==> src/rtl/lc3_pkg.sv <==
// LC-3 control shared definitions.
// Opcodes, datapath encodings, FSM states, control bundle.
package lc3_pkg;

  localparam logic [3:0] OP_BR   = 4'h0;
  localparam logic [3:0] OP_ADD  = 4'h1;
  localparam logic [3:0] OP_LD   = 4'h2;
  localparam logic [3:0] OP_ST   = 4'h3;
  localparam logic [3:0] OP_JSR  = 4'h4;
  localparam logic [3:0] OP_AND  = 4'h5;
  localparam logic [3:0] OP_LDR  = 4'h6;
  localparam logic [3:0] OP_STR  = 4'h7;
  localparam logic [3:0] OP_RTI  = 4'h8;
  localparam logic [3:0] OP_NOT  = 4'h9;
  localparam logic [3:0] OP_LDI  = 4'hA;
  localparam logic [3:0] OP_STI  = 4'hB;
  localparam logic [3:0] OP_JMP  = 4'hC;
  localparam logic [3:0] OP_RES  = 4'hD;
  localparam logic [3:0] OP_LEA  = 4'hE;
  localparam logic [3:0] OP_TRAP = 4'hF;

  localparam logic [1:0] ALU_ADD  = 2'b00;
  localparam logic [1:0] ALU_AND  = 2'b01;
  localparam logic [1:0] ALU_NOT  = 2'b10;
  localparam logic [1:0] ALU_PASS = 2'b11;

  localparam logic [1:0] EXT_IMM5 = 2'b00;
  localparam logic [1:0] EXT_OFF6 = 2'b01;
  localparam logic [1:0] EXT_PC9  = 2'b10;
  localparam logic [1:0] EXT_PC11 = 2'b11;

  typedef enum logic [2:0] {
    S_FETCH,
    S_DECODE,
    S_EXEC,
    S_MEM,
    S_WB,
    S_HALT
  } state_t;

  typedef struct packed {
    logic [1:0] alu;
    logic [1:0] ext;
    logic       reg_write;
    logic       sr2_mux;
    logic       dr_mux;
    logic       srpc_mux;
    logic       br_mux;
    logic       imm_sr2_mux;
    logic       jmp_mux;
    logic       mem;
    logic       store;
  } ctrl_t;

  localparam ctrl_t CTRL_NONE = '0;

  function automatic logic [1:0] alu_sel(input logic [3:0] op);
    if (op == OP_AND) return ALU_AND;
    if (op == OP_NOT) return ALU_NOT;
    return ALU_ADD;
  endfunction

endpackage

==> src/rtl/lc3_decode.sv <==
// LC-3 instruction decoder.
// Pure combinational map from IR to the control bundle.
module lc3_decode
  import lc3_pkg::*;
(
  input  logic [15:0] ir,
  output ctrl_t       ctrl,
  output logic        illegal,
  output logic        trap
);

  logic [3:0] op;
  logic       unused_ir;

  assign op        = ir[15:12];
  assign unused_ir = ^{ir[10:6], ir[4:0]};

  // Opcode to datapath controls; unsupported ops yield no controls
  always_comb begin
    ctrl    = CTRL_NONE;
    illegal = 1'b0;
    trap    = 1'b0;
    unique case (op)
      OP_ADD, OP_AND, OP_NOT: begin
        ctrl.alu         = alu_sel(op);
        ctrl.srpc_mux    = 1'b1;
        ctrl.imm_sr2_mux = ~ir[5];
        ctrl.br_mux      = ir[5];
        ctrl.reg_write   = 1'b1;
      end
      OP_BR: begin
        ctrl.ext     = EXT_PC9;
        ctrl.br_mux  = 1'b1;
        ctrl.jmp_mux = 1'b1;
      end
      OP_JMP: begin
        ctrl.srpc_mux = 1'b1;
        ctrl.jmp_mux  = 1'b1;
      end
      OP_JSR: begin
        ctrl.dr_mux    = 1'b1;
        ctrl.reg_write = 1'b1;
        ctrl.jmp_mux   = 1'b1;
        if (ir[11]) begin
          ctrl.ext    = EXT_PC11;
          ctrl.br_mux = 1'b1;
        end else begin
          ctrl.srpc_mux = 1'b1;
        end
      end
      OP_LEA: begin
        ctrl.ext       = EXT_PC9;
        ctrl.br_mux    = 1'b1;
        ctrl.reg_write = 1'b1;
      end
      OP_LD, OP_ST: begin
        ctrl.ext     = EXT_PC9;
        ctrl.br_mux  = 1'b1;
        ctrl.mem     = 1'b1;
        ctrl.store   = (op == OP_ST);
        ctrl.sr2_mux = (op == OP_ST);
      end
      OP_LDR, OP_STR: begin
        ctrl.ext      = EXT_OFF6;
        ctrl.srpc_mux = 1'b1;
        ctrl.br_mux   = 1'b1;
        ctrl.mem      = 1'b1;
        ctrl.store    = (op == OP_STR);
        ctrl.sr2_mux  = (op == OP_STR);
      end
      OP_TRAP: trap = 1'b1;
      default: illegal = 1'b1;
    endcase
  end

endmodule

==> src/rtl/lc3_control.sv <==
// LC-3 multi-cycle control sequencer.
// Fetch, decode and drive datapath one instruction at a time.
module lc3_control
  import lc3_pkg::*;
#(
  parameter int HALT_ON_ILLEGAL = 1
) (
  input  logic        clk,
  input  logic        rst_n,
  input  logic [15:0] rams_output,
  input  logic        ram_ready,
  output logic [15:0] instruction,
  output logic [1:0]  ALUControl,
  output logic [1:0]  ExtByHowMuch,
  output logic        RegWrite,
  output logic        PtrToPtr,
  output logic        SR2Mux,
  output logic        DRMux,
  output logic        RegWriteMux,
  output logic        SRPCMux,
  output logic        BrMux,
  output logic        ImmSR2Mux,
  output logic        JMPMux,
  output logic        pc_we,
  output logic        ram_req,
  output logic        ram_we,
  output logic        ram_addr_sel,
  output logic        halted,
  output logic        illegal,
  output logic [15:0] retired
);

  state_t      state;
  state_t      state_nx;
  logic [15:0] ir_q;
  logic [15:0] retired_q;
  logic        illegal_q;
  ctrl_t       ctrl;
  ctrl_t       held;
  logic        dec_illegal;
  logic        dec_trap;
  logic        req;
  logic        halt_illegal;

  lc3_decode u_decode (
    .ir      (ir_q),
    .ctrl    (ctrl),
    .illegal (dec_illegal),
    .trap    (dec_trap)
  );

  // State, IR, retire counter and sticky illegal flag
  always_ff @(posedge clk or negedge rst_n) begin
    if (!rst_n) begin
      state     <= S_FETCH;
      ir_q      <= '0;
      retired_q <= '0;
      illegal_q <= 1'b0;
    end else begin
      state <= state_nx;
      if (state == S_FETCH && ram_ready) ir_q <= rams_output;
      if (pc_we) retired_q <= retired_q + 16'd1;
      if (halt_illegal) illegal_q <= 1'b1;
    end
  end

  // Next state, strobes and state-gated controls
  always_comb begin
    state_nx     = state;
    held         = CTRL_NONE;
    RegWrite     = 1'b0;
    RegWriteMux  = 1'b0;
    pc_we        = 1'b0;
    req          = 1'b0;
    ram_we       = 1'b0;
    ram_addr_sel = 1'b0;
    halt_illegal = 1'b0;
    unique case (state)
      S_FETCH: begin
        req = 1'b1;
        if (ram_ready) state_nx = S_DECODE;
      end
      S_DECODE: begin
        held = ctrl;
        if (dec_trap) begin
          state_nx = S_HALT;
        end else if (dec_illegal && HALT_ON_ILLEGAL != 0) begin
          state_nx     = S_HALT;
          halt_illegal = 1'b1;
        end else begin
          state_nx = S_EXEC;
        end
      end
      S_EXEC: begin
        held = ctrl;
        if (ctrl.mem) begin
          state_nx = S_MEM;
        end else begin
          RegWrite = ctrl.reg_write;
          pc_we    = 1'b1;
          state_nx = S_FETCH;
        end
      end
      S_MEM: begin
        held         = ctrl;
        req          = 1'b1;
        ram_addr_sel = 1'b1;
        ram_we       = ctrl.store;
        if (ram_ready) begin
          if (ctrl.store) begin
            pc_we    = 1'b1;
            state_nx = S_FETCH;
          end else begin
            state_nx = S_WB;
          end
        end
      end
      S_WB: begin
        held        = ctrl;
        RegWrite    = 1'b1;
        RegWriteMux = 1'b1;
        pc_we       = 1'b1;
        state_nx    = S_FETCH;
      end
      S_HALT: state_nx = S_HALT;
      default: state_nx = S_FETCH;
    endcase
  end

  // Reset must kill a pending request without waiting for a clock
  assign ram_req      = req & rst_n;
  assign instruction  = ir_q;
  assign ALUControl   = held.alu;
  assign ExtByHowMuch = held.ext;
  assign SR2Mux       = held.sr2_mux;
  assign DRMux        = held.dr_mux;
  assign SRPCMux      = held.srpc_mux;
  assign BrMux        = held.br_mux;
  assign ImmSR2Mux    = held.imm_sr2_mux;
  assign JMPMux       = held.jmp_mux;
  assign PtrToPtr     = 1'b0;
  assign halted       = (state == S_HALT);
  assign illegal      = illegal_q;
  assign retired      = retired_q;

endmodule

==> config.mk <==
export PLATFORM = sky130hd
export DESIGN_NAME = lc3_control
export DESIGN_NICKNAME = d
export VERILOG_FILES = /design/src/rtl/lc3_pkg.sv /design/src/rtl/lc3_decode.sv /design/src/rtl/lc3_control.sv
export SDC_FILE = /design/constraint.sdc
export NUM_CORES = 1
export LEC_CHECK = 0
export ABC_AREA = 1
export CAP_MARGIN = 20
export CORE_MARGIN = 8
export CORE_UTILIZATION = 30
export CTS_BUF_LIST = sky130_fd_sc_hd__clkbuf_4 sky130_fd_sc_hd__clkbuf_8
export DETAILED_ROUTE_END_ITERATION = 16
export GPL_TIMING_DRIVEN = 0
export PLACE_DENSITY = 0.6
export REMOVE_ABC_BUFFERS = 1
export SLEW_MARGIN = 30
export SYNTH_ARGS = -nofsm -noshare
export SYNTH_HDL_FRONTEND = slang
export SYNTH_SLANG_ARGS = --single-unit
==> constraint.sdc <==
create_clock -name clk -period 1.34 [get_ports clk]
set_input_delay 0.268 -clock clk [delete_from_list [all_inputs] [get_ports clk]]
set_output_delay 0.268 -clock clk [all_outputs]
set_load 0.02 [all_outputs]
==> impl_metrics.tcl <==
set metrics [dict create \
    synth_compound_area_share_pct 8.89 \
    crit_arrival_ns 1.59 \
    cts_buffer_depth 2 \
    r2r_start "instruction[15]" \
    syn_area_um2 2100 \
    hpwl_um 4250 \
    ys_seq_elements 36 \
    antennaDiodeCount 0 \
    yosys_warnings 0 \
    max_slew_margin_pct 52.6 \
    yosys.area.top_type_share_pct 43.0 \
    rows 30 \
    tightest_slew_ns 0.709 \
    worstSetupStartpoint "instruction[15]" \
    grt_pass1_vias 2215 \
    antenna_found_initial 0 \
    cts_tree "done" \
    slowest_stage "dfrtp_2" \
    synth_top_family_by_area "simple AND/OR/NAND/NOR gates" \
    yosys.area_share.xor_xnor_pct 2.92 \
    drt-total-wl_um 6730 \
    clock_sinks 36 \
    cpPeakStageDelay_ns 0.49 \
    setup_viol 53 \
    grt_max_degree 21 \
    die_h_um 99.6 \
    cts.clk_slew.worst_paths_ns 0.07 \
    p_per_area_nw_per_um2 2140 \
    synth_top_flop_cell "dfrtp_1" \
    ys_seq_area_share_pct 43.0 \
    worstReg2RegEnd "retired[0]" \
    vias 2187 \
    layout_common_cells "61 x nand2_1, 32 x buf_4, 29 x dfrtp_1, 23 x buf_6" \
    avgSynthCellArea_um2 7.85 \
    synthSimpleGateAreaFrac_pct 29.6 \
    start_kind "flop" \
    start_util_pct 30.9 \
    cts_buffers 5 \
    synth_cell_types 32 \
    finalCritPeriodShare_pct 138 \
    synthArstFlopShare_pct 100 \
    netlist_top_cells_area "dfrtp_1 43%, nand2_1 14%, mux2_2 6.4%" \
    critPathBufInv 2 \
    status "finished with violations" \
    synth_fa_ha_area_share_pct 0.597 \
    syn_to_final_growth_pct 70.2 \
    crit_path_end_kind "output port" \
    fmax_mhz 539 \
    drive_gt1_share_pct 44.9 \
    final_nets 398 \
    drtIter0Drc 84 \
    die_w_um 99.6 \
    hp-class "in2async" \
    rrSetupSlack_ns -0.34 \
    finalHoldViolCount 0 \
    rsz0062_at_grt "true" \
    crit_family "flip-flops" \
    dp.cells 426 \
    via_per_inst 4.60 \
    core_area_um2 6790 \
    cts.htree.levels 2 \
    cp_max_fo 7 \
    maxCapViolations 0 \
    clk-insertion-delay-late_ns 0.28 \
    layout_commonest_cell "nand2_1" \
    crit_type "reg2out" \
    violations "setup timing" \
    power_mw 7.62 \
    gp_congestion 0.870 \
    clock_skew_ns 0.00318 \
    clock-root-buffer "clkbuf_8" \
    worst_slack_ns -0.516 \
    portBuffers 68 \
    dieArea_um2 9920 \
    gr-usage-all-layers_pct 13.0 \
    cp_data_required_time_ns 1.07 \
    crit_chain "nor2_4 -> inv_2 -> a21oi_4 -> a41oi_2 -> buf_4" \
    netlist_instances 267 \
    grt_remaining_overflow 0 \
    synth_mux_area_share_pct 6.44 \
    slew_violations 0 \
    synth_area_leader_cell "dfrtp_1" \
    antenna_left 0 \
    crit_cells 5 \
    drtPass1Iterations 4 \
    finalNonFillerCells 475 \
    synth_edf_count 0 \
    p_leak_nw 1.68 \
    vdd_ir_drop_max_mv 0.694 \
    cp-endpoint "RegWrite" \
    drc_errors 0 \
    reg2reg_depth 7 \
    grt_pass1_wl_um 10600 \
    avgRoutedWirePerCell_um 14.2 \
    ios 70 \
    fin_crit_ns 1.86 \
]
[cells in the mapped netlist, types with 2 or more instances]
library cell   n
nand2_1       81
nand4_1        7
inv_1         31
nor2_1        29
xnor2_1        2
nand2_4        2
o211ai_1       2
a21oi_1       11
xor2_1         5
mux2_2        12
o21ai_0        2
a31oi_1        2
dfrtp_1       36
inv_2          3
o21ai_2        7
nand3_1       16
buf_2          3
nor2_4         2
[tightest hold or removal path, delay by kind of cell]
kind,cells,cell delay (ns)
buffers and inverters,3,0.63
[sequential cells by signal, summed over array words and instances (netlist names)]
register     flops
state            3
retired         16
illegal          1
instruction     16
[repair_timing]
| item | 4_1_cts | 5_1_grt |
|---|---|---|
| hold endpoints to repair | 16 | 0 |
| gates cloned | 2 | 1 |
| endpoints found under the setup margin | 83 | 67 |
| buffers inserted | 27 | 10 |
| hold buffers | 2 | 0 |
| gates resized for setup | 205 | 65 |
| pin swaps | 10 | 9 |
[routing by layer]
layer / wire (um) / up-vias / track usage, %
li1: - / 1074 / -
met2: 3370 / 64 / 22.9
met4: 97 / 0 / 3.26
met1: 2840 / 1039 / 15.1
met5: 0 / - / 0
met3: 418 / 10 / 3.77
[kinds of logic after synthesis]
kind of cell	Yosys count
AO/OA/AOI/OAI	28
flip-flops	36
multiplexers	12
other	1
adder cells (fa/ha/maj)	1
XOR/XNOR	7
AND/OR/NAND/NOR	142
buffers and inverters	40
[worst min-delay path by stage]
stage | slack [ns] | startpoint | endpoint
CTS | 0.51 | illegal | illegal
finish | 0.17 | rst_n | instruction[4]
global route | 0.23 | rst_n | instruction[4]
detailed placement | 0.23 | rst_n | instruction[10]
floorplan | -0.03 | rst_n | illegal
global placement | 0.49 | instruction[9] | instruction[9]
[power by group]
part / switching, mW / total, mW / internal (mW)
registers: 0.380 / 1.84 / 1.46
clock network: 0.389 / 0.962 / 0.572
logic: 2.63 / 4.82 / 2.19
total: 3.40 / 7.62 / 4.22
[stage by stage]
step | worst slack (ns) | hold slack [ns] | area, um^2 | util (%) | setup TNS [ns]
final | -0.516 | 0.173 | 3570 | 52.5 | -13.37
after global routing | -0.573 | 0.226 | 3570 | 52.5 | -17.47
after CTS | -0.457 | 0.506 | 3360 | 49.5 | -12.57
after detailed placement | -0.889 | 0.232 | 2870 | 42.3 | -28.27
after global placement | -1.89 | 0.487 | 2850 | 41.9 | -63.60
after floorplan | -0.581 | -0.0276 | 2050 | - | -11.66
[cell type report]
class,instances,area [um^2]
clock buffers,6,76.3
clock inverters,2,35.0
fillers,642,3220
inverters,34,145
multi-input cells,193,1260
flip-flops and latches,36,910
well taps,96,120
repair buffers,108,1020
Note: power is estimated with default switching activity, not from simulation.
